--- config.mk ---
export PLATFORM = sky130hd
export DESIGN_NAME = if_fetch_stage_flat
export DESIGN_NICKNAME = d
export VERILOG_FILES = /design/src/rtl/if_fetch_stage_pkg.sv /design/src/rtl/if_fetch_stage_if.sv /design/src/rtl/if_fetch_stage.sv /design/src/flat_wrapper.sv
export SDC_FILE = /design/constraint.sdc
export NUM_CORES = 1
export LEC_CHECK = 0
export ABC_AREA = 1
export BUFFER_PORTS_ARGS = -buffer_cell sky130_fd_sc_hd__buf_2
export CORE_MARGIN = 2
export CORE_UTILIZATION = 50
export DETAILED_ROUTE_END_ITERATION = 16
export PLACE_DENSITY = 0.82
export SETUP_SLACK_MARGIN = 0.05
export SLEW_MARGIN = 5
export SYNTH_ARGS = -nofsm -noshare
export SYNTH_HDL_FRONTEND = slang
export SYNTH_SLANG_ARGS = --single-unit
--- constraint.sdc ---
create_clock -name clk -period 3.42 [get_ports clk]
set_input_delay 0.684 -clock clk [delete_from_list [all_inputs] [get_ports clk]]
set_output_delay 0.684 -clock clk [all_outputs]
set_load 0.01 [all_outputs]
--- src/rtl/if_fetch_stage_pkg.sv ---
// rtl/if_fetch_stage_pkg.sv - shared widths, reset PC and FSM encoding for the fetch stage
package if_fetch_stage_pkg;

  localparam int IF_REG_BUS_LEN = 64;
  localparam int BR_BUS_LEN = 33;
  localparam logic [31:0] RESET_PC_DEFAULT = 32'h1C000000;

  typedef enum logic [1:0] {
    S_REQ  = 2'd0,
    S_WAIT = 2'd1,
    S_HOLD = 2'd2
  } fetch_state_t;

  // Sequential next PC; wraps modulo 2^32 by construction.
  function automatic logic [31:0] seq_pc(input logic [31:0] pc);
    return pc + 32'd4;
  endfunction

endpackage

--- src/rtl/if_fetch_stage_if.sv ---
// rtl/if_fetch_stage_if.sv - SRAM-like instruction bus between fetch stage and memory
interface if_fetch_stage_if;

  logic        req;
  logic        wr;
  logic [1:0]  size;
  logic [3:0]  wstrb;
  logic [31:0] addr;
  logic [31:0] wdata;
  logic        addr_ok;
  logic        data_ok;
  logic [31:0] rdata;

  modport master (
    output req, wr, size, wstrb, addr, wdata,
    input  addr_ok, data_ok, rdata
  );

  modport slave (
    input  req, wr, size, wstrb, addr, wdata,
    output addr_ok, data_ok, rdata
  );

endinterface

--- src/rtl/if_fetch_stage.sv ---
// rtl/if_fetch_stage.sv - instruction fetch stage: PC, single-outstanding fetch FSM, branch squash
module if_fetch_stage
  import if_fetch_stage_pkg::*;
#(
  parameter logic [31:0] RESET_PC = RESET_PC_DEFAULT
) (
  input  logic                      clk,
  input  logic                      resetn,
  if_fetch_stage_if.master          inst_sram,
  input  logic [BR_BUS_LEN-1:0]     BR_BUS,
  input  logic                      ID_ready_go,
  input  logic                      ID_allow_in,
  output logic                      IF_valid,
  output logic                      IF_ready_go,
  output logic [IF_REG_BUS_LEN-1:0] IFreg_bus
);

  fetch_state_t state, state_nxt;
  logic [31:0]  npc_r, npc_nxt;
  logic [31:0]  fs_pc, fs_pc_nxt;
  logic [31:0]  inst_buf, inst_buf_nxt;
  logic         discard, discard_nxt;
  // Target of a branch seen while a request is still waiting for addr_ok;
  // the request address must stay put, so the redirect is applied on acceptance.
  logic [31:0]  redir_r, redir_nxt;

  logic [31:0]  br_target;
  logic         br_taken;
  logic         br_valid;
  logic         ready_go;
  logic [31:0]  inst;

  assign br_target = BR_BUS[32:1];
  assign br_taken  = BR_BUS[0];
  assign br_valid  = br_taken & ID_ready_go;

  assign inst_sram.wr    = 1'b0;
  assign inst_sram.size  = 2'd2;
  assign inst_sram.wstrb = 4'h0;
  assign inst_sram.wdata = 32'h0;
  assign inst_sram.addr  = npc_r;
  assign inst_sram.req   = (state == S_REQ);

  assign IF_valid    = ((state == S_WAIT) || (state == S_HOLD)) && !discard;
  assign IF_ready_go = ready_go;
  assign IFreg_bus   = ready_go ? {inst, fs_pc} : '0;

  // Next-state, register updates and handshake outputs of the fetch FSM.
  always_comb begin
    state_nxt    = state;
    npc_nxt      = npc_r;
    fs_pc_nxt    = fs_pc;
    inst_buf_nxt = inst_buf;
    discard_nxt  = discard;
    redir_nxt    = redir_r;
    ready_go     = 1'b0;
    inst         = inst_buf;
    case (state)
      S_REQ: begin
        if (inst_sram.addr_ok) begin
          fs_pc_nxt = npc_r;
          state_nxt = S_WAIT;
          if (br_valid) begin
            npc_nxt     = br_target;
            discard_nxt = 1'b1;
          end else if (discard) begin
            npc_nxt = redir_r;
          end else begin
            npc_nxt = seq_pc(npc_r);
          end
        end else if (br_valid) begin
          discard_nxt = 1'b1;
          redir_nxt   = br_target;
        end
      end
      S_WAIT: begin
        if (br_valid) begin
          npc_nxt = br_target;
          if (inst_sram.data_ok) begin
            discard_nxt = 1'b0;
            state_nxt   = S_REQ;
          end else begin
            discard_nxt = 1'b1;
          end
        end else if (inst_sram.data_ok) begin
          if (discard) begin
            discard_nxt = 1'b0;
            state_nxt   = S_REQ;
          end else begin
            ready_go = 1'b1;
            inst     = inst_sram.rdata;
            if (ID_allow_in) begin
              state_nxt = S_REQ;
            end else begin
              inst_buf_nxt = inst_sram.rdata;
              state_nxt    = S_HOLD;
            end
          end
        end
      end
      S_HOLD: begin
        if (br_valid) begin
          npc_nxt   = br_target;
          state_nxt = S_REQ;
        end else begin
          ready_go = 1'b1;
          if (ID_allow_in) state_nxt = S_REQ;
        end
      end
      default: state_nxt = S_REQ;
    endcase
  end

  // State and datapath registers, cleared asynchronously.
  always_ff @(posedge clk or negedge resetn) begin
    if (!resetn) begin
      state    <= S_REQ;
      npc_r    <= RESET_PC;
      fs_pc    <= 32'h0;
      inst_buf <= 32'h0;
      discard  <= 1'b0;
      redir_r  <= 32'h0;
    end else begin
      state    <= state_nxt;
      npc_r    <= npc_nxt;
      fs_pc    <= fs_pc_nxt;
      inst_buf <= inst_buf_nxt;
      discard  <= discard_nxt;
      redir_r  <= redir_nxt;
    end
  end

endmodule
--- src/flat_wrapper.sv ---
// flat-port wrapper written by rule: the top's interface ports become plain ports
module if_fetch_stage_flat import if_fetch_stage_pkg::*;
#(
  parameter logic [31:0] RESET_PC = RESET_PC_DEFAULT
)
  (clk, resetn, BR_BUS, ID_ready_go, ID_allow_in, IF_valid, IF_ready_go, IFreg_bus, inst_sram_req, inst_sram_wr, inst_sram_size, inst_sram_wstrb, inst_sram_addr, inst_sram_wdata, inst_sram_addr_ok, inst_sram_data_ok, inst_sram_rdata);
  if_fetch_stage_if inst_sram_i ();
  input  logic clk;
  input  logic resetn;
  input  logic [BR_BUS_LEN-1:0] BR_BUS;
  input  logic ID_ready_go;
  input  logic ID_allow_in;
  output logic IF_valid;
  output logic IF_ready_go;
  output logic [IF_REG_BUS_LEN-1:0] IFreg_bus;
  output wire logic [$bits(inst_sram_i.req)-1:0] inst_sram_req;
  output wire logic [$bits(inst_sram_i.wr)-1:0] inst_sram_wr;
  output wire logic [$bits(inst_sram_i.size)-1:0] inst_sram_size;
  output wire logic [$bits(inst_sram_i.wstrb)-1:0] inst_sram_wstrb;
  output wire logic [$bits(inst_sram_i.addr)-1:0] inst_sram_addr;
  output wire logic [$bits(inst_sram_i.wdata)-1:0] inst_sram_wdata;
  input wire logic [$bits(inst_sram_i.addr_ok)-1:0] inst_sram_addr_ok;
  input wire logic [$bits(inst_sram_i.data_ok)-1:0] inst_sram_data_ok;
  input wire logic [$bits(inst_sram_i.rdata)-1:0] inst_sram_rdata;
  assign inst_sram_req = inst_sram_i.req;
  assign inst_sram_wr = inst_sram_i.wr;
  assign inst_sram_size = inst_sram_i.size;
  assign inst_sram_wstrb = inst_sram_i.wstrb;
  assign inst_sram_addr = inst_sram_i.addr;
  assign inst_sram_wdata = inst_sram_i.wdata;
  assign inst_sram_i.addr_ok = inst_sram_addr_ok;
  assign inst_sram_i.data_ok = inst_sram_data_ok;
  assign inst_sram_i.rdata = inst_sram_rdata;
  if_fetch_stage #(.RESET_PC(RESET_PC)) u_core (.clk(clk), .resetn(resetn), .inst_sram(inst_sram_i), .BR_BUS(BR_BUS), .ID_ready_go(ID_ready_go), .ID_allow_in(ID_allow_in), .IF_valid(IF_valid), .IF_ready_go(IF_ready_go), .IFreg_bus(IFreg_bus));
endmodule
==> summary.txt <==
===========================================================================================
Post-CTS resize count ........................................................            0
First-pass detailed-route iteration total ....................................            5
Antenna cell count ...........................................................            0
Area contributors post-synth ................................................. sky130_fd_sc_hd__dfrtp_1 43%, sky130_fd_sc_hd__nand2_1 12%, sky130_fd_sc_hd__nor2_1 6.8%
Measured slew at the worst slew-check pin ....................................     917.6 ps
Die span in y ................................................................     126.6 µm
Instance count of the mapped netlist .........................................          959
I/O pin total ................................................................          209
Clock root buffer ............................................................ sky130_fd_sc_hd__clkbuf_16
Largest net degree at the start of global routing ............................           65
Largest area contributor in the synthesized netlist .......................... sky130_fd_sc_hd__dfrtp_1
Core outline area ............................................................    14590 µm²
Worst endpoint required time .................................................      2740 ps
Via count of the first global-routing pass ...................................         6366
HPWL after DPL ...............................................................     14.38 mm
Final layout net count .......................................................         1188
Number of different library cells in the post-synthesis netlist ..............           33
WL/cell ......................................................................     15.50 µm
Via count of the routed design ...............................................         6849
Row Count ....................................................................           44
FMAX .........................................................................   0.3205 GHz
Layout fillers ...............................................................         1263
First-pass GRT wire length ...................................................     32.80 mm
Num CTS Buffers ..............................................................           17
Ordered cell list for the critical path ...................................... inv_1, ha_1, nand2_1, nor2_8, inv_1, nand2_1, a21oi_1, buf_2
Power density over the cells ................................................. 983.6 nW/µm²
Worst path max stage delay ...................................................       630 ps
Final period util ............................................................       91.24%
Number of cell instances on the worst register-to-register path ..............            6
Proportion of synthesized chip area in sequential cells ......................       43.66%
Worst-case vdd ir drop .......................................................  0.0005513 V
Per-instance average area after synthesis ....................................    7.839 µm²
Max_slew headroom ............................................................       38.61%
Finished Core Util ...........................................................       61.45%
Effective utilization at floorplan ...........................................       51.53%
Chip width ...................................................................     126.6 µm
Post-DR vias/cell ............................................................        5.232
Top fanout value on the critical path ........................................           32
Drc violations ...............................................................            0
Flops & latches, synth .......................................................          131
Number of post-CTS setup repair buffers ......................................            0
Worst R2R Setup Slack ........................................................      1170 ps
Final count of negative-setup-slack endpoints ................................            0
Run status ...................................................................    completed
Unrepaired setup endpoints after global routing ..............................           no
Summed negative setup slack over all endpoints ...............................         0 ps
Final wirelength .............................................................     20.29 mm
Global router's overall resource usage .......................................       25.88%
Maxcap violations ............................................................            0
Total power of the final layout ..............................................   0.008818 W
Final hold violation count ...................................................            0
Arr. time, crit path .........................................................      2440 ps
Worst clock skew .............................................................     8.165 ps
Global placement routability congestion ......................................       0.9086
Yosys Warn Count .............................................................            0
Count of port buffers added during placement .................................          169
Critical Setup Path Class ....................................................      reg2out
Clock insertion delay at the later pin of the skew report ....................       430 ps
Die Footprint ................................................................    16030 µm²
Number of design-rule violations left by the first detailed-router iteration .          456
Maximum number of buffers from clock root to sink ............................            2
Total standard cell area after synthesis .....................................     7517 µm²
Antenna violations before repair .............................................            0
Count of pins over their slew limit ..........................................            0
TritonCTS clock tree .........................................................          yes
Clock slew at the register clock pins of the worst setup and hold paths ......        50 ps
H-tree levels ................................................................            4
FF-to-FF End ................................................................. u_core.redir_r[23]$_DFFE_PN0P_
Total of hold buffers inserted after clock tree synthesis ....................            0
Worst hold path type .........................................................     in2async
CP endpoint kind .............................................................  output port
Clk sink count ...............................................................          131
Total overflow reported by the global router .................................            0
Nature of the critical path startpoint .......................................         flop
Leakage component of the power ...............................................     4.740 nW
Worst setup path endpoint .................................................... IFreg_bus[42]
Antenna Nets Post-Route ......................................................            0
Share of layout cells above drive strength 1 .................................       24.80%
Yosys top cell area share ....................................................       42.61%
Layout area overhead .........................................................       19.26%
Minimum clock period after layout ............................................      3120 ps
Timing startpoint of the critical path ....................................... u_core.state[1]$_DFFE_PN0P_
Launch instance of the worst register-to-register path ....................... u_core.state[1]$_DFFE_PN0P_
Library cell contributing the largest single delay on the critical path ...... sky130_fd_sc_hd__inv_1
===========================================================================================
[cells in the mapped netlist (all sizes together)]
cell	instances
nand2	238
nor2	140
dfrtp	128
a21oi	96
inv	91
buf	62
o21ai	60
mux2	53
nand3	36
clkbuf	21
a22oi	6
xor2	6
ha	5
o211ai	5
dfstp	3
conb	2
a211oi	1
a311oi	1
a31oi	1
nand4	1
o22ai	1
o31ai	1
or2	1
[worst min path at each step]
stage,start,endpoint,slack (ps),cells past startpoint
4_1_cts,resetn,u_core.inst_buf[8]$_DFFE_PN0P_,220,1
3_5_place_dp,u_core.fs_pc[7]$_DFFE_PN0P_,u_core.fs_pc[7]$_DFFE_PN0P_,480,2
6_report,resetn,u_core.inst_buf[10]$_DFFE_PN0P_,210,1
5_1_grt,resetn,u_core.inst_buf[1]$_DFFE_PN0P_,250,1
2_1_floorplan,resetn,u_core.discard$_DFFE_PN0P_,390,0
3_3_place_gp,u_core.redir_r[7]$_DFFE_PN0P_,u_core.redir_r[7]$_DFFE_PN0P_,470,2
[metal layers]
layer | up-vias | share of wire (%) | track usage [%]
li1 | 3299 | - | -
met2 | 300 | 46 | 40.39
met1 | 3202 | 43 | 35.00
met3 | 48 | 7.8 | 6.326
met5 | - | 0 | 0
met4 | 0 | 2.9 | 10.08
[placed cells by master, fill, tap and decap left out, types with 5 or more instances in the layout]
cell | Yosys | layout
sky130_fd_sc_hd__dfrtp_1 | 128 | 128
sky130_fd_sc_hd__buf_2 | 18 | 168
sky130_fd_sc_hd__buf_4 | 40 | 10
sky130_fd_sc_hd__conb_1 | 2 | 39
sky130_fd_sc_hd__nor2_1 | 136 | 136
sky130_fd_sc_hd__a21oi_1 | 96 | 96
sky130_fd_sc_hd__mux2_2 | 23 | 23
sky130_fd_sc_hd__inv_1 | 88 | 88
sky130_fd_sc_hd__o21ai_0 | 58 | 58
sky130_fd_sc_hd__o211ai_1 | 5 | 5
sky130_fd_sc_hd__xor2_1 | 6 | 6
sky130_fd_sc_hd__a22oi_1 | 6 | 6
sky130_fd_sc_hd__nand3_1 | 36 | 36
sky130_fd_sc_hd__nand2_1 | 234 | 234
sky130_fd_sc_hd__clkbuf_16 | 0 | 17
sky130_fd_sc_hd__ha_1 | 5 | 5
sky130_fd_sc_hd__mux2_4 | 30 | 30
[flip-flops by register name, summed over array words and instances, names as in the netlist]
register,flops
u_core.fs_pc,32
u_core.inst_buf,32
u_core.inst_sram.addr,32
u_core.redir_r,32
u_core.state,2
u_core.discard,1
[through the flow]
stage | cells | worst slack, ps | instance area [µm²] | hold slack [ps]
final | 1309 | 299.7 | 8965 | 213.4
after global routing | 1309 | 58.27 | 8965 | 247.0
after CTS | 1309 | 288.7 | 8965 | 221.0
after detailed placement | 1277 | 512.3 | 8347 | 475.1
after global placement | 1277 | 528.4 | 8347 | 466.1
after floorplan | 996 | 1024 | 7656 | 388.4
[logic make-up after synthesis]
logic type	Yosys count	synth area share (%)
compound gates	172	11.97
xor+xnor	6	0.6991
fa+ha+maj	5	0.8322
buf+inv	174	11.29
flops	131	43.66
mux	53	9.437
other cells	2	0.09990
simple gates	416	22.02
[worst max-delay path: cells and delay by family, from the launching register on]
| family | cells | cell delay [ps] |
|---|---|---|
| AO/OA/AOI/OAI | 1 | 170 |
| adder cells (fa/ha/maj) | 1 | 210 |
| flip-flops | 1 | 380 |
| buffers and inverters | 3 | 870 |
| AND/OR/NAND/NOR | 3 | 370 |
[final cells by class]
type                    instances  area (µm²)  share of cell area (%)
flip-flops and latches        131        3282                   36.61
well taps                     184       230.2                   2.568
clock inverters                13       185.2                   2.066
clock buffers                  19       432.9                   4.829
inverters                      91       341.6                   3.810
repair buffers                180       955.9                   10.66
multi-input cells             691        3537                   39.46
[power breakdown]
part	total, W	internal [W]	switching, W
clock	0.00189	0.00122	0.000676
sequential	0.00300	0.00236	0.000639
combinational	0.00393	0.00152	0.00241
Power figures use the tool's default switching activity.
